**src/rtl/braille_cell_encoder_if.sv**
```systemverilog
// Handshake bundle between the dot front end, the braille cell encoder and the code consumer.
interface braille_cell_encoder_if;
  logic       dot_in;
  logic       dot_valid;
  logic       dot_ready;
  logic       abort;
  logic [3:0] code_out;
  logic       code_err;
  logic       code_valid;
  logic       code_ready;
  logic       busy;
  logic [2:0] dot_count;

  modport master (
    output dot_in, dot_valid, abort, code_ready,
    input  dot_ready, code_out, code_err, code_valid, busy, dot_count
  );

  modport slave (
    input  dot_in, dot_valid, abort, code_ready,
    output dot_ready, code_out, code_err, code_valid, busy, dot_count
  );
endinterface

```
**src/rtl/braille_cell_encoder.sv**
```systemverilog
// Serially collects one 6-dot braille cell (first dot = pattern bit 5) and encodes it
// to a 4-bit code 0..14; unknown patterns and inter-dot timeouts report code 15 with error.
//
// state   | meaning
// IDLE    | waiting for the first dot of a cell
// COLLECT | dots 1..5 received, inter-dot timer running
// LOOKUP  | all 6 dots in, encoding the pattern (one cycle)
// HOLD    | result presented until the consumer takes it
module braille_cell_encoder #(
  parameter int TIMEOUT_CYCLES = 50_000_000,
  parameter int TIMER_W        = 26
) (
  input logic                   i_clk,
  input logic                   i_reset,
  braille_cell_encoder_if.slave bus
);

  typedef enum logic [1:0] {IDLE, COLLECT, LOOKUP, HOLD} state_t;

  localparam logic [TIMER_W-1:0] TC_LAST = TIMER_W'(TIMEOUT_CYCLES - 1);

  state_t             r_state;
  logic [5:0]         r_shift;
  logic [2:0]         r_dot_count;
  logic [TIMER_W-1:0] r_timer;
  logic [3:0]         r_code_out;
  logic               r_code_err;
  logic               r_code_valid;

  logic w_dot_ready;
  logic w_accept;
  logic w_timeout;
  logic w_handshake;

  function automatic logic [4:0] encode(input logic [5:0] pat);
    case (pat)
      6'b000111: encode = 5'b0_0000;
      6'b001000: encode = 5'b0_0001;
      6'b001010: encode = 5'b0_0010;
      6'b001100: encode = 5'b0_0011;
      6'b001101: encode = 5'b0_0100;
      6'b001001: encode = 5'b0_0101;
      6'b001110: encode = 5'b0_0110;
      6'b001111: encode = 5'b0_0111;
      6'b001011: encode = 5'b0_1000;
      6'b000101: encode = 5'b0_1001;
      6'b010011: encode = 5'b0_1010;
      6'b000011: encode = 5'b0_1011;
      6'b100001: encode = 5'b0_1100;
      6'b010010: encode = 5'b0_1101;
      6'b111111: encode = 5'b0_1110;
      default:   encode = 5'b1_1111;
    endcase
  endfunction

  assign w_dot_ready = (r_state == IDLE) || (r_state == COLLECT);
  assign w_accept    = bus.dot_valid && w_dot_ready;
  // A dot arriving on the final timer cycle still counts, so timeout requires no accept.
  assign w_timeout   = (TIMEOUT_CYCLES != 0) && (r_state == COLLECT) && !w_accept
                       && (r_timer == TC_LAST);
  assign w_handshake = (r_state == HOLD) && r_code_valid && bus.code_ready;

  always_ff @(posedge i_clk or posedge i_reset) begin
    if (i_reset) begin
      r_state      <= IDLE;
      r_shift      <= '0;
      r_dot_count  <= '0;
      r_timer      <= '0;
      r_code_out   <= '0;
      r_code_err   <= 1'b0;
      r_code_valid <= 1'b0;
    end else if (bus.abort) begin
      r_state      <= IDLE;
      r_shift      <= '0;
      r_dot_count  <= '0;
      r_timer      <= '0;
      r_code_valid <= 1'b0;
    end else begin
      case (r_state)
        IDLE: begin
          if (w_accept) begin
            r_shift     <= {r_shift[4:0], bus.dot_in};
            r_dot_count <= r_dot_count + 3'd1;
            r_timer     <= '0;
            r_state     <= COLLECT;
          end
        end
        COLLECT: begin
          if (w_timeout) begin
            r_code_out   <= 4'd15;
            r_code_err   <= 1'b1;
            r_code_valid <= 1'b1;
            r_state      <= HOLD;
          end else if (w_accept) begin
            r_shift     <= {r_shift[4:0], bus.dot_in};
            r_dot_count <= r_dot_count + 3'd1;
            r_timer     <= '0;
            if (r_dot_count == 3'd5) r_state <= LOOKUP;
          end else begin
            r_timer <= r_timer + TIMER_W'(1);
          end
        end
        LOOKUP: begin
          {r_code_err, r_code_out} <= encode(r_shift);
          r_code_valid             <= 1'b1;
          r_state                  <= HOLD;
        end
        HOLD: begin
          if (w_handshake) begin
            r_code_valid <= 1'b0;
            r_shift      <= '0;
            r_dot_count  <= '0;
            r_state      <= IDLE;
          end
        end
        default: r_state <= IDLE;
      endcase
    end
  end

  assign bus.dot_ready  = w_dot_ready;
  assign bus.code_out   = r_code_out;
  assign bus.code_err   = r_code_err;
  assign bus.code_valid = r_code_valid;
  assign bus.busy       = (r_state != IDLE);
  assign bus.dot_count  = r_dot_count;

endmodule

```
**src/flat_wrapper.sv**
```systemverilog
// flat-port wrapper written by rule: the top's interface ports become plain ports
module braille_cell_encoder_flat 
#(
  parameter int TIMEOUT_CYCLES = 50_000_000,
  parameter int TIMER_W        = 26
)
  (i_clk, i_reset, bus_dot_in, bus_dot_valid, bus_abort, bus_code_ready, bus_dot_ready, bus_code_out, bus_code_err, bus_code_valid, bus_busy, bus_dot_count);
  braille_cell_encoder_if bus_i ();
  input logic i_clk;
  input logic i_reset;
  input wire logic [$bits(bus_i.dot_in)-1:0] bus_dot_in;
  input wire logic [$bits(bus_i.dot_valid)-1:0] bus_dot_valid;
  input wire logic [$bits(bus_i.abort)-1:0] bus_abort;
  input wire logic [$bits(bus_i.code_ready)-1:0] bus_code_ready;
  output wire logic [$bits(bus_i.dot_ready)-1:0] bus_dot_ready;
  output wire logic [$bits(bus_i.code_out)-1:0] bus_code_out;
  output wire logic [$bits(bus_i.code_err)-1:0] bus_code_err;
  output wire logic [$bits(bus_i.code_valid)-1:0] bus_code_valid;
  output wire logic [$bits(bus_i.busy)-1:0] bus_busy;
  output wire logic [$bits(bus_i.dot_count)-1:0] bus_dot_count;
  assign bus_i.dot_in = bus_dot_in;
  assign bus_i.dot_valid = bus_dot_valid;
  assign bus_i.abort = bus_abort;
  assign bus_i.code_ready = bus_code_ready;
  assign bus_dot_ready = bus_i.dot_ready;
  assign bus_code_out = bus_i.code_out;
  assign bus_code_err = bus_i.code_err;
  assign bus_code_valid = bus_i.code_valid;
  assign bus_busy = bus_i.busy;
  assign bus_dot_count = bus_i.dot_count;
  braille_cell_encoder #(.TIMEOUT_CYCLES(TIMEOUT_CYCLES), .TIMER_W(TIMER_W)) u_core (.i_clk(i_clk), .i_reset(i_reset), .bus(bus_i));
endmodule
```
**config.mk**
```make
export PLATFORM = sky130hd
export DESIGN_NAME = braille_cell_encoder_flat
export DESIGN_NICKNAME = d
export VERILOG_FILES = /design/src/rtl/braille_cell_encoder_if.sv /design/src/rtl/braille_cell_encoder.sv /design/src/flat_wrapper.sv
export SDC_FILE = /design/constraint.sdc
export NUM_CORES = 1
export LEC_CHECK = 0
export CAP_MARGIN = 10
export CORE_ASPECT_RATIO = 0.75
export CORE_UTILIZATION = 54
export CTS_BUF_LIST = sky130_fd_sc_hd__clkbuf_16
export CTS_CLUSTER_DIAMETER = 50
export DETAILED_ROUTE_END_ITERATION = 7
export PLACE_DENSITY_LB_ADDON = 0.08
export SYNTH_ARGS = -nofsm -noshare
export SYNTH_HDL_FRONTEND = slang
export SYNTH_SLANG_ARGS = --single-unit
```
**constraint.sdc**
```tcl
create_clock -name i_clk -period 2 [get_ports i_clk]
set_clock_uncertainty 0.2 [all_clocks]
set_input_delay 0.3 -clock i_clk [delete_from_list [all_inputs] [get_ports i_clk]]
set_output_delay 0.3 -clock i_clk [all_outputs]
set_load 0.005 [all_outputs]
```
==> results.txt <==
The transition time of the tightest slew-check pin is 0.519 ns. Counting along the longest clock path gives a buffer depth of 2. The maximum fanout along the worst path came out at 4. The most instantiated flip-flop cell in the synthesis netlist is sky130_fd_sc_hd__dfrtp_1.

For this run, the total global-route usage over all layers was measured as 31.9%. In this run the cell area of the synthesized design comes to 0.00285 mm2. The fmax is 0.457 GHz. In this run, distinct cell masters in the synthesized netlist total 58. The tightest min-delay check is of the input pin to asynchronous set/reset pin type.

The later-pin clock latency in the skew report is 0.29 ns. The final net count is 408. The commonest cells after synthesis are sky130_fd_sc_hd__dfrtp_1 (43), sky130_fd_sc_hd__nor2_1 (24), sky130_fd_sc_hd__a21oi_1 (19), sky130_fd_sc_hd__o21ai_0 (19).

In this run the most used layer during global routing was met2. The post-route worst setup slack is -0.189 ns. In this run the remaining antenna-violating nets after routing total 0. The number of warning messages in the yosys log came out at 0. The initial antenna violation count came out at 0. After detailed routing, the total wire length is 8.84 mm.

The met3 track demand over resource came out at 5.10%. The synthesized design contains 0 enable-type register cells. Sorting the synthesized cells by area gives the leading types as sky130_fd_sc_hd__dfrtp_1 (38%), sky130_fd_sc_hd__ha_1 (4.8%), sky130_fd_sc_hd__a21oi_1 (3.3%).

The relative slew slack came out at 65.3%. The minimum period implied by the final worst setup slack came out at 2.19 ns. The initial DRC count came out at 243. The category of the critical setup timing path is flop to flop.

The final critical path takes up 109% of the cycle. The global placement routability congestion came out at 0.851. The total of buffers placed on input and output ports came out at 16. The count of cells in the finished layout, fillers not included, comes to 463. The critical path goes through inv_2, ha_4, mux2_4, o2111ai_4, nor4_2, buf_4, a31o_2, a21oi_1. Global routing used 45.6% of the available met1 tracks.

The final antenna diode count came out at 0. The deepest level of the CTS H-tree is 2. STA classifies the critical path startpoint as a flop. The instance count after placement with tap cells included came out at 446. The synthesized netlist net count is 326. The global-route met2 utilization came out at 48.9%. The cell count after synthesis came out at 309. The average via count per standard cell is 6.21. Across all hold checks on the routed design, the worst slack comes to 0.160 ns. The die width is 85.9 um.

The placeable core region came out at 0.00498 mm2. STA classifies the critical path endpoint as a flop. The hold violation count in the final report is 0.

The ratio of total power to cell area came out at 748 mW/mm2. The largest area contributor in the netlist is sky130_fd_sc_hd__dfrtp_1. The total design power is 3.09 mW.

For this run, the detailed router's first-pass iteration total came to 7. The global-route wire length before repair came out at 13.6 mm. The number of vias after detailed routing is 2877. The cell at the slowest stage of the critical path is sky130_fd_sc_hd__dfrtp_1.

Pin placement for this block handled 17 I/O pins. The number of global-route vias before repair was 2803. The max-cap violation count is 0.

The checks that failed: setup timing. The fraction of registers with async set or reset after synthesis is 100%. The root buffer cell chosen for the clock tree is sky130_fd_sc_hd__clkbuf_16. Clock tree synthesis found a total of 43 sinks.

The die extent in y is 64.9 um. The number of cell rows is 22. The maximum vdd ir drop came out at 544 uV. The total die area is 0.00558 mm2. The flow ran to the end, but the final reports show violations.

The hold-fix buffer count after cts is 0. Clock-pin slew was measured on the worst setup and hold paths at 0.07 ns. The number of buffers created by CTS came out at 5. The synthesis-to-layout area growth came out at 45.1%. TritonCTS built the clock tree. Setup violations remaining at the end of the flow were counted as 42. At the worst endpoint, the required time is 2.02 ns. After detailed routing, the number of remaining DRC violations is 0. Data arrives at the worst endpoint at 2.20 ns.

The post-route netlist has 40.2% of its cells at a drive strength greater than 1. The static leakage power came out at 1.78 nW. Setup repair after global routing could not meet its margin everywhere.

Entering global routing, the biggest net connects 25 pins. The initial utilization of the core area, before any placement, comes to 57.2%. The share of the synthesized area in the top cell type is 37.8%. The maximum cell stage delay along the critical path came out at 0.45 ns.

By instance count, the leading cell after synthesis is sky130_fd_sc_hd__dfrtp_1. The final HPWL from detailed placement is 5.40 mm. The synthesized area per cell is 9.22 um2. The aggregate global routing overflow came out at 0. The synthesized design contains 43 register bits. The share of synthesized area occupied by flip-flops and latches is 37.8%. After detailed routing, the average wire length per cell comes to 19.1 um.

The final count of pins violating max slew came out at 0.
metal layers:
metal,vias to the layer above,routed length [um]
met3,12,561
li1,1314,-
met4,0,132
met2,103,4090
met1,1448,4060
met5,-,0
worst paths after layout:
path                                        start  slack, ns  cells after the start                     end
setup / recovery                u_core.r_state[0]      -0.19                      8      u_core.r_timer[23]
hold / removal                            i_reset       0.16                      3      u_core.r_timer[11]
setup reg to reg                u_core.r_state[0]      -0.19                      8      u_core.r_timer[23]
hold reg to reg            u_core.bus.code_out[0]       0.32                      1  u_core.bus.code_out[0]
max in group asynchronous                 i_reset       1.14                      3       u_core.r_timer[8]
min in group i_clk         u_core.bus.code_out[0]       0.32                      1  u_core.bus.code_out[0]
sequential cells by signal (all words and copies together), names as in the netlist:
signal	cells
u_core.r_state	2
u_core.bus.code_valid	1
u_core.r_shift	6
u_core.bus.code_out	4
u_core.bus.dot_count	3
u_core.bus.code_err	1
u_core.r_timer	26
metrics by stage:
step,setup TNS [ns],util (%),area (um2),setup WS [ns]
3_3_place_gp,-9.46,72.1,3590,-0.293
5_1_grt,-7.61,83.0,4140,-0.256
4_1_cts,-3.25,79.8,3980,-0.165
2_1_floorplan,-0.00798,-,2910,-0.00798
6_report,-4.53,83.0,4140,-0.189
3_5_place_dp,-10.51,72.1,3590,-0.325
logic make-up after synthesis:
logic type      Yosys count  synth area share (%)
fa+ha+maj                11                  4.83
buf+inv                  32                  4.57
xor+xnor                 11                  3.38
flops                    43                  37.8
compound gates           78                  18.2
mux                      12                  4.48
simple gates            122                  26.8
area by class of cell:
class	count	area, um2
inverters	15	56.3
flip-flops and latches	43	1080
fillers	290	846
clock buffers	5	125
multi-input cells	235	2010
well taps	72	90.1
repair buffers	91	768
clock inverters	2	8.76
layout by cell type, fill, tap and decap left out, types with 3 or more instances in the layout:
| master | netlist | layout |
|---|---|---|
| sky130_fd_sc_hd__buf_6 | 0 | 7 |
| sky130_fd_sc_hd__xnor2_1 | 10 | 9 |
| sky130_fd_sc_hd__clkdlybuf4s50_1 | 0 | 14 |
| sky130_fd_sc_hd__nand3_1 | 7 | 5 |
| sky130_fd_sc_hd__a22o_4 | 0 | 3 |
| sky130_fd_sc_hd__and3_1 | 10 | 8 |
| sky130_fd_sc_hd__dfrtp_1 | 43 | 42 |
| sky130_fd_sc_hd__mux2i_1 | 6 | 6 |
| sky130_fd_sc_hd__nor3_2 | 0 | 3 |
| sky130_fd_sc_hd__nand4_1 | 11 | 11 |
| sky130_fd_sc_hd__and2_1 | 5 | 5 |
| sky130_fd_sc_hd__clkbuf_16 | 0 | 5 |
| sky130_fd_sc_hd__nor2_1 | 24 | 22 |
| sky130_fd_sc_hd__o31ai_1 | 11 | 6 |
| sky130_fd_sc_hd__mux2_4 | 0 | 6 |
| sky130_fd_sc_hd__nand2_1 | 15 | 13 |
| sky130_fd_sc_hd__o21ai_1 | 0 | 5 |
| sky130_fd_sc_hd__a31oi_1 | 4 | 4 |
| sky130_fd_sc_hd__a21oi_1 | 19 | 17 |
| sky130_fd_sc_hd__inv_2 | 0 | 3 |
| sky130_fd_sc_hd__buf_4 | 0 | 66 |
| sky130_fd_sc_hd__inv_1 | 15 | 11 |
| sky130_fd_sc_hd__nand2b_1 | 5 | 5 |
| sky130_fd_sc_hd__nor4_2 | 1 | 6 |
| sky130_fd_sc_hd__o31ai_2 | 0 | 4 |
| sky130_fd_sc_hd__o21ai_0 | 19 | 12 |
| sky130_fd_sc_hd__nor2b_1 | 5 | 4 |
| sky130_fd_sc_hd__o2bb2ai_2 | 0 | 6 |
| sky130_fd_sc_hd__ha_1 | 11 | 8 |
critical path: cells and delay by family, from the launching register on:
family / cells / cell delay, ns
AO/OA/AOI/OAI: 3 / 0.61
flip-flops: 1 / 0.45
multiplexers: 1 / 0.35
buffers and inverters: 2 / 0.28
adder cells (fa/ha/maj): 1 / 0.15
AND/OR/NAND/NOR: 1 / 0.08
where the power goes:
| group | switching (mW) | internal (mW) | leakage [nW] | total, mW |
|---|---|---|---|---|
| Combinational | 0.653 | 0.659 | 1.14 | 1.31 |
| Clock | 0.341 | 0.450 | 0.0671 | 0.791 |
| Sequential | 0.0670 | 0.925 | 0.568 | 0.992 |
repair_timing:
item / 4_1_cts / 5_1_grt
setup buffers: 8 / 5
pin swaps: 21 / 16
endpoints found under the setup margin: 45 / 45
gates cloned: 1 / 0
gates resized for setup: 43 / 37
Note: power is estimated with default switching activity, not from simulation.
